**config.mk**
```make
export PLATFORM = sky130hd
export DESIGN_NAME = rkv_fgen
export DESIGN_NICKNAME = d
export VERILOG_FILES = /design/src/rtl/rkv_fgen_pkg.sv /design/src/rtl/rkv_fgen_chan.sv /design/src/rtl/rkv_fgen.sv
export SDC_FILE = /design/constraint.sdc
export NUM_CORES = 1
export LEC_CHECK = 0
export CAP_MARGIN = 15
export CORE_MARGIN = 1
export CORE_UTILIZATION = 60
export CTS_CLUSTER_DIAMETER = 60
export DETAILED_ROUTE_END_ITERATION = 8
export PLACE_DENSITY = 0.84
export SYNTH_ARGS = -nofsm -noshare
export SYNTH_HDL_FRONTEND = slang
export SYNTH_HIERARCHICAL = 1
export SYNTH_SLANG_ARGS = --single-unit
```
**constraint.sdc**
```tcl
create_clock -name clk -period 4.9 [get_ports clk]
set_input_delay 0.49 -clock clk [delete_from_list [all_inputs] [get_ports clk]]
set_output_delay 0.49 -clock clk [all_outputs]
set_load 0.005 [all_outputs]
```
**src/rtl/rkv_fgen_pkg.sv**
```systemverilog
// Shared types and constants for the multi-channel pattern generator.
package rkv_fgen_pkg;

    typedef enum logic [1:0] {
        IDLE = 2'd0,
        RUN  = 2'd1,
        OVR  = 2'd2,
        DONE = 2'd3
    } fgen_state_e;

    typedef enum logic {
        INC   = 1'b0,
        SHIFT = 1'b1
    } fgen_mode_e;

    localparam int SEED_INC   = 0;
    localparam int SEED_SHIFT = 1;

    // Channel-select width; a single channel still gets a 1-bit select.
    function automatic int ch_w(input int n);
        return (n > 1) ? $clog2(n) : 1;
    endfunction

endpackage

```
**src/rtl/rkv_fgen_chan.sv**
```systemverilog
// One generator channel: free-running INC/SHIFT pattern with a timed override.
// Outputs are state registers plus a mux (zero latency); busy blocks new overrides.
module rkv_fgen_chan
    import rkv_fgen_pkg::*;
#(
    parameter int DW     = 4,
    parameter int HOLD_W = 4
) (
    input  logic              clk,
    input  logic              rst,
    input  logic              en,
    input  logic              mode,
    input  logic              acc,
    input  logic [DW-1:0]     ovr_data,
    input  logic [HOLD_W-1:0] ovr_len,
    output logic [DW-1:0]     out_p,
    output logic              out_ovr,
    output logic              done,
    output logic              busy
);

    fgen_state_e       state_q, state_d, plain_d, ret_q;
    logic [DW-1:0]     gen_q, gen_d, ovr_q, seed, gen_step;
    logic [HOLD_W-1:0] hold_q;
    logic              term_q, term_d, adv, hit;

    // Generator datapath; under an override it only advances if it was running.
    always_comb begin
        seed     = (mode == SHIFT) ? DW'(SEED_SHIFT) : DW'(SEED_INC);
        gen_step = (mode == SHIFT) ? {gen_q[DW-2:0], 1'b0} : gen_q + 1'b1;
        adv      = en && ((state_q == RUN) ||
                          ((state_q == OVR) && (ret_q == RUN) && !term_q));
        hit      = adv && ((mode == SHIFT) ? (gen_step == '0) : (gen_step == '1));
        gen_d    = gen_q;
        if (state_q == IDLE)
            gen_d = seed;
        else if (adv)
            gen_d = gen_step;
    end

    always_ff @(posedge clk or posedge rst) begin
        if (rst)
            state_q <= IDLE;
        else
            state_q <= state_d;
    end

    // plain_d is where the channel would go without an override; it becomes
    // the return state when an override is accepted.
    always_comb begin
        plain_d = state_q;
        term_d  = 1'b0;
        case (state_q)
            IDLE:    if (en)   plain_d = RUN;
            RUN:     if (hit)  plain_d = DONE;
            DONE:    if (!en)  plain_d = IDLE;
            OVR:     plain_d = state_q;
            default: plain_d = IDLE;
        endcase
        state_d = plain_d;
        if (state_q == OVR) begin
            term_d = term_q || hit;
            if (hold_q == '0)
                state_d = term_d ? DONE : ret_q;
        end else if (acc) begin
            state_d = OVR;
            term_d  = hit;
        end
    end

    always_ff @(posedge clk or posedge rst) begin
        if (rst) begin
            gen_q  <= '0;
            ovr_q  <= '0;
            hold_q <= '0;
            ret_q  <= IDLE;
            term_q <= 1'b0;
        end else begin
            gen_q  <= gen_d;
            term_q <= term_d;
            if (acc && (state_q != OVR)) begin
                ovr_q  <= ovr_data;
                hold_q <= ovr_len;
                ret_q  <= plain_d;
            end else if ((state_q == OVR) && (hold_q != '0)) begin
                hold_q <= hold_q - 1'b1;
            end
        end
    end

    always_comb begin
        busy    = (state_q == OVR);
        out_ovr = busy;
        done    = (state_q == DONE);
        out_p   = busy ? ovr_q : gen_q;
    end

endmodule

```
**src/rtl/rkv_fgen.sv**
```systemverilog
// Multi-channel pattern generator with a valid/ready override port.
// Zero-cycle outputs; ovr_ready is combinational and low while the target channel is overridden.
module rkv_fgen
    import rkv_fgen_pkg::*;
#(
    parameter int NCH    = 2,
    parameter int DW     = 4,
    parameter int HOLD_W = 4
) (
    input  logic                   clk,
    input  logic                   rst,
    input  logic                   en,
    input  logic [NCH-1:0]         mode,
    input  logic                   ovr_valid,
    output logic                   ovr_ready,
    input  logic [ch_w(NCH)-1:0]   ovr_ch,
    input  logic [DW-1:0]          ovr_data,
    input  logic [HOLD_W-1:0]      ovr_len,
    output logic [NCH*DW-1:0]      out_p,
    output logic [NCH-1:0]         out_ovr,
    output logic [NCH-1:0]         done
);

    localparam int CHW = ch_w(NCH);

    logic [NCH-1:0] busy, acc;

    // An out-of-range select matches no channel and so is never ready.
    always_comb begin
        ovr_ready = 1'b0;
        for (int c = 0; c < NCH; c++) begin
            if (ovr_ch == CHW'(c))
                ovr_ready = !busy[c];
        end
    end

    for (genvar c = 0; c < NCH; c++) begin : g_ch
        assign acc[c] = ovr_valid && ovr_ready && (ovr_ch == CHW'(c));

        rkv_fgen_chan #(
            .DW     (DW),
            .HOLD_W (HOLD_W)
        ) u_chan (
            .clk      (clk),
            .rst      (rst),
            .en       (en),
            .mode     (mode[c]),
            .acc      (acc[c]),
            .ovr_data (ovr_data),
            .ovr_len  (ovr_len),
            .out_p    (out_p[c*DW +: DW]),
            .out_ovr  (out_ovr[c]),
            .done     (done[c]),
            .busy     (busy[c])
        );
    end

endmodule
```
# Word level (Yosys, flattened, before mapping)
# Index checks and enable logic that the tools add are counted.
# Widths: inputs -> output; s select.
# word_totals
regBits	34
input_bits	15
elab_cells	101
# classes
addsub	4
eq_ne	12
muxes	37
bitwise	1
n_reduce_logical	35
# ops
operator	count
$mux 4	12
$mux 2	14
$logic_not 4->1	4
$pmux 2 s4	2
$logic_and 1x1->1	15
$mux 1	9
$add 4x1->4 const B	2
$eq 2x1->1 const B	4
$eq 2x2->1 const B	4
$eq 4x4->1 const B	2
$reduce_bool 2->1	4
$reduce_bool 4->1	2
$sub 4x1->4 const B	2
$logic_not 1->1	4
$logic_not 2->1	2
$logic_or 1x1->1	4
$ne 2x2->1 const B	2
$not 1->1	1

# Logic depth before layout (Yosys ltp)
# depth
word_depth	10
mapped_depth	9

# Hierarchy
# Netlist, hierarchy kept.
# modules_own_cells
module	n_inst	cells_per_inst	area_each_um2	seq_area_each_um2
rkv_fgen_chan	2	127	1157.4	425.4
rkv_fgen	1	3	26.3	0.0

# Worst setup path before layout
# OpenSTA, ideal clock, no wires.
# synth_path
kind	register -> register
start	register g_ch[0].u_chan.state_q[1]
end	register g_ch[0].u_chan.ovr_q[0]
arrival_time_ps	1884
setup_slack_ps	2888
stages_incl_launch_ff	9
path_buffers	3
synth_period_minus_slack_ps	2012
cell_sequence	dfrtp_1 -> nand2b_4 -> clkinv_2 -> buf_4 -> nor3b_1 -> clkbuf_1 -> and2_1 -> buf_2 -> mux2_1
# synth_between
elab_chain_cells	6
# synth_lines
item	line	text
from (decl)	rkv_fgen_chan.sv:22	fgen_state_e state_q, state_d, plain_d, ret_q;
from (signal assigned)	rkv_fgen_chan.sv:45	state_q <= state_d;
$eq 2x2->1	rkv_fgen_chan.sv:92	busy = (state_q == OVR);
net busy[0]	rkv_fgen.sv:26	logic [NCH-1:0] busy, acc;
$logic_not 1->1	rkv_fgen.sv:33	ovr_ready = !busy[c];
$mux 1	rkv_fgen.sv:32	if (ovr_ch == CHW'(c))
$logic_and 1x1->1 (2 in series)	rkv_fgen.sv:38	assign acc[c] = ovr_valid && ovr_ready && (ovr_ch == CHW'(c));
net acc[0]	rkv_fgen.sv:26	
$logic_and 1x1->1	rkv_fgen_chan.sv:81	if (acc && (state_q != OVR)) begin
to (signal assigned)	rkv_fgen_chan.sv:82	ovr_q <= ovr_data;
to (decl)	rkv_fgen_chan.sv:23	logic [DW-1:0] gen_q, gen_d, ovr_q, seed, gen_step;
# The timed path passes the listed nets, and every way through them passes these cells.
# A chain may end at the register's enable or synchronous reset.

# Final worst setup path
# layout_path
start	register g_ch[0].u_chan.state_q[0]
end	register g_ch[0].u_chan.ovr_q[3]
# layout_between
elab_chain_cells	6
# layout_lines
item	line
$eq 2x2->1	rkv_fgen_chan.sv:92
$logic_not 1->1	rkv_fgen.sv:33
$mux 1	rkv_fgen.sv:32
$logic_and 1x1->1 (2 in series)	rkv_fgen.sv:38
net acc[0]	rkv_fgen.sv:26
$logic_and 1x1->1	rkv_fgen_chan.sv:81
# The timed path passes the listed nets, and every way through them passes these cells.

==> out/qor.yml <==
grt_pass1_wl_mm: 8.75
max_freq_mhz: 358
grt_max_degree: 18
dieArea_sq_um: 4160
syn_area_sq_um: 2340
final_antenna_net_count: 0
grt_usage_pct: 27.7
die_w_um: 64.5
start_kind: "flip-flop"
seq_area_frac_synth_pct: 36.3
met2_wirelength_mm: 2.36
row_count: 22
worstPathMaxFanout: 13
gp_congestion: 0.818
antenna_found_initial: 0
wl_met3_um: 293
clk_pin_slew_ns: 0.07
antennaDiodeCount: 0
h-tree-depth: 2
p_switching_mw: 0.670
start_util_pct: 63.5
arrival_ns: 2.96
hold_violations: 0
synth-async-reset-ratio_pct: 100
vias: 1950
status: "completed"
setup_viol: 0
drt_first_pass_iters: 4
cts.sinks: 34
ctsHoldBuffers: 0
drt_wl_total_mm: 5.10
rsz0062_at_grt: "false"
final_max_slew_viol_count: 0
fin_tns_setup_ns: 0
top_level_ports: 28
synth_top_area_share_pct: 36.3
p_int_mw: 0.911
final_cell_mix: "34 x nand2_1, 34 x dfrtp_1, 27 x clkdlybuf4s50_1"
dp_hpwl_mm: 3.60
syn_avg_cell_area_sq_um: 9.11
holdCritPathClass: "flip-flop to flip-flop"
ys_ff_latch: 34
yosys.area_share.simple_pct: 24.5
swShare_pct: 42.4
drt_iter0_markers: 91
drv_cap: 0
setup_ws_ns: 2.10
synth_cell_types: 43
synth_top_family_by_area: "simple AND/OR/NAND/NOR gates"
vias_per_cell: 6.09
ys_top_cells_by_area: "dfrtp_1 36%, nand2_1 5.5%, mux2i_1 3.8%"
hold_slack_ns: 0.487
synthAdderAreaFrac_pct: 3.21
cts_resized: 0
power_density_nw_per_um2: 599
yosysTopAreaCell: "dfrtp_1"
final_nets: 294
cts_buffers: 5
grt_pass1_vias: 1855
yosysWarningCount: 6
synth_compound_area_share_pct: 20.3
core-area_sq_um: 3690
worst_setup_path_end_kind: "flip-flop"
synth_xor_xnor_area_share_pct: 0.748
root_buffer: "clkbuf_8"
tightest_slew_ns: 0.937
fin_crit_ns: 2.80
syn_nets: 278
clock_power_share_pct: 12.9
ir_worst_vdd_v: 0.000329
syn_to_final_growth_pct: 12.8
finalClockSkew_ns: 0.00257
fin_util_pct: 71.6
synth_mux_area_share_pct: 7.70
remaining_drc_errors: 0
p_comb_share_pct: 52.6
worstSkewPairLatency_ns: 0.28
worstPathRequired_ns: 5.07
synth_enable_flop_cells: 0
path_class: "flip-flop to flip-flop"
wl_met1_mm: 2.38
drive_above_1_share_pct: 8.82
dp_slack_ns: 2.19
ys.flop_type: "dfrtp_1"
topRoutingLayerUsed: "met4"
seq_power_share_pct: 34.5
finalCritPeriodShare_pct: 57.1
die_y_um: 64.5
post_cts_buffers: 0
wire_per_inst_um: 15.9
tritoncts: "yes"
synth_cells: 257
clockBufferDepth: 2
max-slew-margin-rel_pct: 37.4
io_buffer_count: 27
overflow: 0
leakagePower_nw: 1.17
[power by group through the flow]
stage / clock (mW) / combinational, mW / sequential (mW)
finish: 0.205 / 0.832 / 0.545
global route: 0.220 / 0.927 / 0.563
CTS: 0.209 / 0.830 / 0.543
detailed placement: 0 / 0.823 / 0.547
global placement: 0 / 0.800 / 0.540
floorplan: 0 / 0.658 / 0.485
[per-layer routing]
metal / global-route usage (%) / vias to the layer above
met5: 0 / -
met4: 9.44 / 0
met3: 5.46 / 6
met2: 43.2 / 79
met1: 38.5 / 932
li1: - / 933
[synth_stat cells, types with 3 or more instances]
master and count:
nand3_1 6, or2_2 4, o21ai_1 6, dfrtp_1 34, ha_1 6, a21o_1 6
nor3b_1 5, and2_1 6, mux2i_1 9, a31oi_1 4, a22oi_1 4, buf_4 6
and3b_1 3, a21oi_1 12, buf_2 6, nand3b_1 4, mux2_1 8, nand2_1 34
inv_1 12, clkbuf_1 4, nor2_1 22, o21ai_0 14
[kinds of logic after synthesis]
logic type	count (synthesis)
xor+xnor	2
buf+inv	32
fa+ha+maj	6
simple gates	100
flops	34
mux	17
compound gates	66
[metrics by stage]
stage          total power, mW  std cells  instance area, sq um
6_report                  1.58        320                  2640
5_1_grt                   1.71        320                  2640
4_1_cts                   1.58        320                  2640
3_5_place_dp              1.37        314                  2560
3_3_place_gp              1.34        314                  2560
2_1_floorplan             1.14        257                  2340
[sequential cells by signal (all words and copies together), names as in the netlist]
signal and count:
g_ch.u_chan/ret_q 4, g_ch.u_chan/gen_q 8, g_ch.u_chan/term_q 2, g_ch.u_chan/hold_q 8, g_ch.u_chan/ovr_q 8, g_ch.u_chan/state_q 4
[cell type report]
class | instances | area, sq um
tap | 48 | 60.1
clock buffer | 6 | 82.6
timing repair buffer | 27 | 270
sequential | 34 | 851
multi-input combinational | 191 | 1320
fill | 295 | 1050
inverter | 14 | 55.1
[critical path, stage by stage (launching register included)]
cell,delay (ns)
dfrtp_1,0.51
nand2b_4,0.30
clkinv_2,0.23
nor3b_1,0.83
and2_1,0.45
mux2_1,0.36
[final timing paths]
check                                     startpoint                  endpoint  slack (ns)  depth (start not counted)
max                        g_ch[0].u_chan/state_q[0]   g_ch[0].u_chan/ovr_q[3]        2.10                          5
max reg2reg                g_ch[0].u_chan/state_q[0]   g_ch[0].u_chan/ovr_q[3]        2.10                          5
min reg2reg                  g_ch[1].u_chan/ovr_q[1]   g_ch[1].u_chan/ovr_q[1]        0.49                          1
min in group asynchronous                        rst   g_ch[1].u_chan/ovr_q[2]        0.63                          2
max in group asynchronous                        rst  g_ch[0].u_chan/hold_q[3]        3.83                          2
min                          g_ch[1].u_chan/ovr_q[1]   g_ch[1].u_chan/ovr_q[1]        0.49                          1
(Power assumes the default switching activity.)
==> edit (same flow settings) <==
The 4 states of `fgen_state_e` get a one-hot encoding in 4 bits.
--- a/src/rtl/rkv_fgen_pkg.sv
+++ b/src/rtl/rkv_fgen_pkg.sv
@@ -2,9 +2,9 @@
 package rkv_fgen_pkg;
 
-    typedef enum logic [1:0] {
-        IDLE = 2'd0,
-        RUN  = 2'd1,
-        OVR  = 2'd2,
-        DONE = 2'd3
+    typedef enum logic [3:0] {
+        IDLE = 4'b0001,
+        RUN  = 4'b0010,
+        OVR  = 4'b0100,
+        DONE = 4'b1000
     } fgen_state_e;
 
Check against the original RTL: same outputs for any inputs over 4 cycles, from zero or initial values and one cycle with rst high; so few cycles prove little.
==> edit against the original RTL <==
Global-route usage is 1.5 points higher. Sequential cell count is 8 higher. Hold slack worse by 7.5 ps. Clock skew is 5.0 ps higher. Maximum frequency is 4.9% higher. Setup slack better by 130 ps. Combinational power is 21% lower. Final cell count is 13% higher. Synthesized area is 10% higher. Critical path depth stayed put. Total power is 3.2% higher. Cell area is 13% higher. Routed wire length is 19% higher. Critical endpoint is now g_ch[0].u_chan/ret_q[1]$_DFFE_PP0P_. Highest routed layer unchanged.
==> edit: results (changes against the original RTL) <==
status complete, no violations (unchanged); CP arrival 2830 ps (was 2960 ps); gp weighted congestion 0.809 (was 0.818); largest net degree at the start of global routing 22 (was 18); XOR/XNOR Fraction of Synth Area 0.677% (was 0.748%); Vias/cell 6.26 (was 6.09); Post-Synth Adder-Cell Area 2.90% (was 3.21%); cts bufs inserted 5 (unchanged); largest family of logic cells by synthesized area simple AND/OR/NAND/NOR gates (unchanged); Synth Area in Compound Gates 19.3% (was 20.3%); vias in the first global route 2072 (was 1855); Ys Warns 6 (unchanged); Initial DRT Pass Iterations 5 (was 4); mux contribution to synthesized area 4.11% (was 7.70%); CTS H-tree depth 2 (unchanged); NetSw 623 uW (was 670 uW); dpl ws 2270 ps (was 2190 ps); top cells by area, synth dfrtp_1 (37%), nand2_1 (8.6%), dfstp_2 (4.1%) (was dfrtp_1 (36%), nand2_1 (5.5%), mux2i_1 (3.8%)); total track usage 29.2% (was 27.7%); most instantiated cells after synthesis nand2_1 (59), dfrtp_1 (38), nor2_1 (18) (was dfrtp_1 (34), nand2_1 (34), nor2_1 (22)); crit path max fanout 11 (was 13); Avg WL per Cell 16.9 um (was 15.9 um); NumNets Final 330 (was 294); post-DP HPWL 4250 um (was 3600 um); clock-pin transition on the worst setup and hold timing paths 80 ps; Worst path max stage delay 700 ps (was 830 ps); Leak Pwr 1.28 nW (was 1.17 nW); maximum vdd drop 394 uV (was 329 uV); Synth cell types 68 (was 43); worst hold-check path type reg -> reg (unchanged); Layout Skew 7.61 ps (was 2.57 ps); Clock Latency Late Sink 290 ps; first-pass GRT wire length 9760 um (was 8750 um); Worst path slowest cell nor3b_1 (unchanged); share of layout cells above drive strength 1 9.35% (was 8.82%); FILL cells 296 (was 295); worst-margin pin slew 815 ps (was 937 ps); initial antenna violation count 0 (unchanged); DR iter-0 viols 186 (was 91); post-synthesis sequential area ratio 40.8% (was 36.3%); syn nets 310 (was 278)
edit: layout make-up:
class / instances / area share [%]
Clock buffer: 6 / 2.76
Clock inverter: 2 / 2.01
Inverter: 13 / 1.68
Multi-Input combinational cell: 219 / 46.8
Sequential cell: 42 / 35.3
Tap cell: 50 / 2.09
Timing Repair Buffer: 28 / 9.30
edit: per-stage QoR:
| stage | cells | instance area, um2 |
|---|---|---|
| floorplan | 289 | 2590 |
| global placement | 352 | 2850 |
| detailed placement | 352 | 2850 |
| CTS | 360 | 2990 |
| global route | 360 | 2990 |
| finish | 360 | 2990 |
edit: final timing paths:
check                                                     from                              endpoint  slack, ps  cells after the start
max                        g_ch[0].u_chan/state_q[0]$_DFF_PP1_   g_ch[0].u_chan/ret_q[1]$_DFFE_PP0P_       2240                      5
min                        g_ch[1].u_chan/ovr_q[1]$_DFFE_PP0P_   g_ch[1].u_chan/ovr_q[1]$_DFFE_PP0P_        480                      2
max reg2reg                g_ch[0].u_chan/state_q[0]$_DFF_PP1_   g_ch[0].u_chan/ret_q[1]$_DFFE_PP0P_       2240                      5
min reg2reg                g_ch[1].u_chan/ovr_q[1]$_DFFE_PP0P_   g_ch[1].u_chan/ovr_q[1]$_DFFE_PP0P_        480                      2
max in group asynchronous                                  rst   g_ch[0].u_chan/ovr_q[1]$_DFFE_PP0P_       3710                      2
min in group asynchronous                                  rst  g_ch[1].u_chan/hold_q[3]$_DFFE_PP0P_        680                      2
edit: logic make-up (layout without fill, tap and decap cells):
kind of cell	Yosys count	in the layout
muxes	10	10
xor gates and xnor gates	2	2
and+or+nand+nor	134	134
AOI/OAI and AO/OA	67	67
DFF	42	42
buffers and inverters	28	49
adders and majority gates	6	6
edit: power groups by stage:
stage               sequential, mW  combinational, mW  clock [mW]
CTS                          0.630              0.653       0.338
detailed placement           0.634              0.644           0
floorplan                    0.578              0.504           0
finish                       0.637              0.659       0.336
global route                 0.656              0.737       0.353
global placement             0.631              0.626           0
edit: worst reg2reg max path, stage by stage, from the launching register on:
cell	delay, ps
dfstp_2	600
or3_4	220
clkinv_2	190
nor3b_1	700
and2_1	460
mux2_1	380
edit: metal layers:
| layer | up-vias | share of wire [%] | track usage (%) |
|---|---|---|---|
| met3 | 13 | 5.9 | 8.28 |
| met5 | - | 0 | 0 |
| met4 | 0 | 2.0 | 10.9 |
| li1 | 1073 | - | - |
| met2 | 88 | 45 | 43.8 |
| met1 | 1081 | 47 | 39.8 |
